`src/rtl/dummy_packer_if.sv`:
```
// dummy_packer_if: narrow-in / wide-out valid-ready bundle for dummy_packer.
// last_i and out_fill_o exist only when PACKER_FLUSH_EN is defined.
interface dummy_packer_if #(
    parameter int DATA_W = 128,
    parameter int IN_W   = 32
);
    localparam int RATIO = DATA_W / IN_W;
    localparam int CW    = $clog2(RATIO);
    logic [IN_W-1:0]   in_data_i;
    logic              in_valid_i;
    logic              in_ready_o;
    logic [DATA_W-1:0] out_data_o;
    logic              out_valid_o;
    logic              out_ready_i;
    logic [CW-1:0]     beat_cnt_o;
`ifdef PACKER_FLUSH_EN
    logic              last_i;
    logic [CW:0]       out_fill_o;
    modport slave (
        input  in_data_i, in_valid_i, out_ready_i, last_i,
        output in_ready_o, out_data_o, out_valid_o, beat_cnt_o, out_fill_o
    );
    modport master (
        output in_data_i, in_valid_i, out_ready_i, last_i,
        input  in_ready_o, out_data_o, out_valid_o, beat_cnt_o, out_fill_o
    );
`else
    modport slave (
        input  in_data_i, in_valid_i, out_ready_i,
        output in_ready_o, out_data_o, out_valid_o, beat_cnt_o
    );
    modport master (
        output in_data_i, in_valid_i, out_ready_i,
        input  in_ready_o, out_data_o, out_valid_o, beat_cnt_o
    );
`endif
endinterface

```
`src/rtl/dummy_packer.sv`:
```
// dummy_packer: packs RATIO narrow IN_W beats (beat 0 in LSBs) into one DATA_W word.
// PACKER_FLUSH_EN: last_i closes a partial zero-padded word, out_fill_o reports its beat count.
module dummy_packer #(
    parameter int DATA_W = 128,
    parameter int IN_W   = 32
) (
    input  logic           clk_i,
    input  logic           reset_i,
    dummy_packer_if.slave  bus
);
    localparam int RATIO = DATA_W / IN_W;
    localparam int CW    = $clog2(RATIO);
    localparam int AW    = DATA_W - IN_W;
    logic [CW-1:0]     r_cnt;
    logic [AW-1:0]     r_acc;
    logic [DATA_W-1:0] r_out;
    logic              r_vld;
    logic [DATA_W-1:0] w_word;
    logic              w_last;
    logic              w_full;
    logic              w_ready;
    logic              w_take;
    logic              w_close;
`ifdef PACKER_FLUSH_EN
    logic [CW:0]       r_fill;
    assign w_last = bus.last_i;
    always_ff @(posedge clk_i or posedge reset_i) begin
        if (reset_i)
            r_fill <= '0;
        else if (w_close)
            r_fill <= {1'b0, r_cnt} + 1'b1;
    end
    assign bus.out_fill_o = r_fill;
`else
    assign w_last = 1'b0;
`endif
    // Accumulator upper beats are always zero, so OR-ing the shifted beat builds the word.
    always_comb begin
        w_full  = r_cnt == CW'(RATIO - 1);
        w_ready = (!w_full && !w_last) || !r_vld || bus.out_ready_i;
        w_take  = bus.in_valid_i && w_ready;
        w_close = w_take && (w_full || w_last);
        w_word  = {{IN_W{1'b0}}, r_acc} | (DATA_W'(bus.in_data_i) << (int'(r_cnt) * IN_W));
    end
    always_ff @(posedge clk_i or posedge reset_i) begin
        if (reset_i) begin
            r_cnt <= '0;
            r_acc <= '0;
            r_out <= '0;
            r_vld <= 1'b0;
        end else if (w_close) begin
            r_cnt <= '0;
            r_acc <= '0;
            r_out <= w_word;
            r_vld <= 1'b1;
        end else begin
            if (w_take) begin
                r_cnt <= r_cnt + 1'b1;
                r_acc <= w_word[AW-1:0];
            end
            if (bus.out_ready_i)
                r_vld <= 1'b0;
        end
    end
    assign bus.in_ready_o  = w_ready;
    assign bus.out_data_o  = r_out;
    assign bus.out_valid_o = r_vld;
    assign bus.beat_cnt_o  = r_cnt;
endmodule

```
`src/flat_wrapper.sv`:
```
// flat-port wrapper written by rule: the top's interface ports become plain ports
module dummy_packer_flat 
#(
    parameter int DATA_W = 128,
    parameter int IN_W   = 32
)
  (clk_i, reset_i, bus_in_data_i, bus_in_valid_i, bus_out_ready_i, bus_in_ready_o, bus_out_data_o, bus_out_valid_o, bus_beat_cnt_o);
  dummy_packer_if #(.DATA_W(DATA_W), .IN_W(IN_W)) bus_i ();
  input  logic clk_i;
  input  logic reset_i;
  input wire logic [$bits(bus_i.in_data_i)-1:0] bus_in_data_i;
  input wire logic [$bits(bus_i.in_valid_i)-1:0] bus_in_valid_i;
  input wire logic [$bits(bus_i.out_ready_i)-1:0] bus_out_ready_i;
  output wire logic [$bits(bus_i.in_ready_o)-1:0] bus_in_ready_o;
  output wire logic [$bits(bus_i.out_data_o)-1:0] bus_out_data_o;
  output wire logic [$bits(bus_i.out_valid_o)-1:0] bus_out_valid_o;
  output wire logic [$bits(bus_i.beat_cnt_o)-1:0] bus_beat_cnt_o;
  assign bus_i.in_data_i = bus_in_data_i;
  assign bus_i.in_valid_i = bus_in_valid_i;
  assign bus_i.out_ready_i = bus_out_ready_i;
  assign bus_in_ready_o = bus_i.in_ready_o;
  assign bus_out_data_o = bus_i.out_data_o;
  assign bus_out_valid_o = bus_i.out_valid_o;
  assign bus_beat_cnt_o = bus_i.beat_cnt_o;
  dummy_packer #(.DATA_W(DATA_W), .IN_W(IN_W)) u_core (.clk_i(clk_i), .reset_i(reset_i), .bus(bus_i));
endmodule
```
`config.mk`:
```
export PLATFORM = sky130hd
export DESIGN_NAME = dummy_packer_flat
export DESIGN_NICKNAME = d
export VERILOG_FILES = /design/src/rtl/dummy_packer_if.sv /design/src/rtl/dummy_packer.sv /design/src/flat_wrapper.sv
export SDC_FILE = /design/constraint.sdc
export NUM_CORES = 1
export LEC_CHECK = 0
export CAP_MARGIN = 20
export CORE_ASPECT_RATIO = 1.75
export CORE_MARGIN = 5
export CORE_UTILIZATION = 52
export DETAILED_ROUTE_END_ITERATION = 10
export GPL_TIMING_DRIVEN = 0
export PLACE_DENSITY = 0.87
export SLEW_MARGIN = 20
export SYNTH_ARGS = -nofsm -noshare
export SYNTH_HDL_FRONTEND = slang
export SYNTH_SLANG_ARGS = --single-unit
```
`constraint.sdc`:
```
create_clock -name clk_i -period 15.1 [get_ports clk_i]
set_input_delay 2.265 -clock clk_i [delete_from_list [all_inputs] [get_ports clk_i]]
set_output_delay 2.265 -clock clk_i [all_outputs]
set_load 0.005 [all_outputs]
```
==> reports/results.ini <==
[grt]
grt_pass1_wl_mm = 39.1
gr-usage-all-layers_pct = 23.3
grt_max_degree = 103
overflow = 0
grt_pass1_vias = 7152
grt_antenna_before_repair = 0

[timing]
skew_ps = 10.1
tns_ps = 0
fmax_mhz = 175
min_period_ps = 5720
finalHoldViolCount = 0
drv_slew = 0
setup_violations = 0
rsz0062_at_grt = false
slew_headroom_pct = 58.7
hold_slack_ps = 508
worst_pin_slew_ps = 620
fin_crit_sh_pct = 37.9

[critical_path]
cp.required_ps = 12840
cp.arrival_ps = 3460
cp-end-kind = primary output
crit_path_max_incr_delay_ps = 530
crit_slowest_cell = clkdlybuf4s50_1
path_class = in2out
startpoint_type = input pin
critPathMaxFanout = 2
worstReg2RegStart = u_core.bus.beat_cnt_o[1]$_DFFE_PP0P_
crit_path_frequent_cell = clkdlybuf4s50_1
r2r-end = u_core.bus.out_data_o[19]$_DFFE_PP0P_
rr_worst_depth = 6
r2r_setup_slack_ps = 13310
path_cells = clkdlybuf4s50_1, nand3b_1, clkdlybuf4s50_1

[power_and_ir_drop]
power_switching_mw = 0.894
power_frac_comb_pct = 41.4
power_density_mw_per_mm2 = 229
seqPwrFrac_pct = 39.5
swShare_pct = 32.4
leakage_nw = 6.28
internal-power_mw = 1.87
p_clk_share_pct = 19.1
irDropWorstVdd_uv = 130

[clock_tree]
clk_pin_slew_worst_paths_ps = 60
root_buffer = clkbuf_16
htree_num_levels = 1
cts_hold_buf = 0
worst_skew_pair.late_latency_ps = 490
cts_buffers = 20
cts_resized = 0
clock_path_buffers = 3
cts_setup_buffers = 0
cts_sinks = 227
cts_tree = done

[placement]
hpwl_mm = 16.8
place_congestion = 0.805
port_buffers = 167

[routing]
drtAntennaViolNets = 0
wl_per_cell_um = 20.6
drtIter0Drc = 378
drtPass1Iterations = 4
via_per_inst = 5.57
drc = 0
totalWireLength_mm = 24.4
vias = 6599

[final_layout]
seqCellArea_mm2 = 0.00568
multi_input_area_mm2 = 0.00296
syn2layout_area_growth_pct = 28.8
drive_gt1_share_pct = 11.7
fillerInstances = 1292
final_util_pct = 67.4
final_common_cell = dfrtp_1
layout_common_cells = dfrtp_1 (227), clkdlybuf4s50_1 (167)
diodes = 0
final_nets = 975

[min_path]
hp-class = reg2reg
holdPathEnd = u_core.r_acc[0]$_DFFE_PP0P_
min_from = u_core.r_acc[0]$_DFFE_PP0P_
hold_depth = 1

[synthesis]
syn_nets = 784
seq_area_frac_synth_pct = 60.7
ys_seq_elements = 227
syn-cell-area_mm2 = 0.00936
syn_avg_cell_area_um2 = 12.5
synthCells = 747
synth_cell_types = 24
yosys_warnings = 0

[floorplan]
die_w_um = 111
start_util_pct = 52.3
dieArea_mm2 = 0.0209
ios = 168
die_h_um = 187
num_rows = 65
core_area_mm2 = 0.0179

[outcome]
status = completed

[flow_run]
cap_violations = 0

==> state kept, by name (all words and copies together), names as in the netlist <==
register,flops
u_core.bus.out_data_o,128
u_core.r_acc,96
u_core.bus.out_valid_o,1
u_core.bus.beat_cnt_o,2
==> worst max-delay path: cells and delay by family <==
| kind | cells | cell delay, ps |
|---|---|---|
| buffers and inverters | 2 | 1020 |
| and+or+nand+nor | 1 | 170 |
==> power groups by stage <==
stage | registers [mW] | clock network, mW | logic, mW
after floorplan | 1.07 | 0 | 0.572
after global placement | 1.08 | 0 | 1.11
after detailed placement | 1.09 | 0 | 1.15
after CTS | 1.09 | 0.534 | 1.16
after global routing | 1.12 | 0.558 | 1.24
final | 1.09 | 0.527 | 1.15
==> layer usage <==
metal  GRT usage (%)  wire [µm]  vias up
li1                -          -     2977
met1            28.2       9420     3339
met2            41.3      12800      228
met3            3.04       1240       55
met4            10.0        964        0
met5               0          0        -
==> through the flow <==
| step | std cells | setup slack (ps) | cell area [µm²] | power [mW] |
|---|---|---|---|---|
| 5_1_grt | 1184 | 9330 | 12100 | 2.92 |
| 4_1_cts | 1184 | 9380 | 12100 | 2.78 |
| 3_5_place_dp | 1150 | 9390 | 11400 | 2.24 |
| 6_report | 1184 | 9380 | 12100 | 2.76 |
| 3_3_place_gp | 1148 | 3980 | 11300 | 2.20 |
| 2_1_floorplan | 747 | 6620 | 9360 | 1.65 |
==> kinds of logic (layout without fill, tap and decap cells) <==
kind of cell,Yosys count,count (layout),share of synthesized area (%)
mux,129,129,14.2
flops,227,227,60.7
compound gates,193,193,14.2
buf+inv,153,356,7.68
simple gates,44,44,3.04
fa+ha+maj,1,1,0.134
==> cell usage after synthesis <==
cell / instances / area (µm²)
a21o_1: 1 / 7.51
a21oi_1: 96 / 480
a22o_1: 96 / 841
and2_1: 1 / 6.26
and3_1: 32 / 200
and3b_1: 1 / 8.76
buf_2: 15 / 75.1
buf_4: 21 / 158
buf_6: 6 / 67.6
clkbuf_1: 13 / 48.8
clkbuf_2: 1 / 5.00
dfrtp_1: 227 / 5680
ha_1: 1 / 12.5
inv_1: 97 / 364
mux2_2: 33 / 372
mux2i_1: 96 / 961
nand2_1: 2 / 7.51
nand2b_1: 1 / 6.26
nand3_1: 1 / 5.00
nand3b_1: 1 / 7.51
nor2_1: 1 / 3.75
nor2b_1: 2 / 12.5
nor2b_4: 1 / 13.8
nor3b_2: 1 / 12.5
==> layout make-up <==
class	instances	area share [%]
sequential	227	47.1
multi-input combinational	367	24.5
timing repair buffer	169	14.3
clock buffer	29	4.94
inverter	97	3.08
buffer	56	2.94
tap	234	2.43
clock inverter	5	0.623
==> how the worst max path moves through the flow <==
stage | startpoint | endpoint | cells after the start | slack (ps)
after floorplan | reset_i | u_core.bus.beat_cnt_o[0]$_DFFE_PP0P_ | 1 | 6620
after global placement | reset_i | u_core.bus.out_data_o[23]$_DFFE_PP0P_ | 2 | 3980
after detailed placement | bus_out_ready_i | bus_in_ready_o | 3 | 9390
after CTS | bus_out_ready_i | bus_in_ready_o | 3 | 9380
after global routing | bus_out_ready_i | bus_in_ready_o | 3 | 9330
final | bus_out_ready_i | bus_in_ready_o | 3 | 9380
Note: power is estimated with default switching activity, not from simulation.
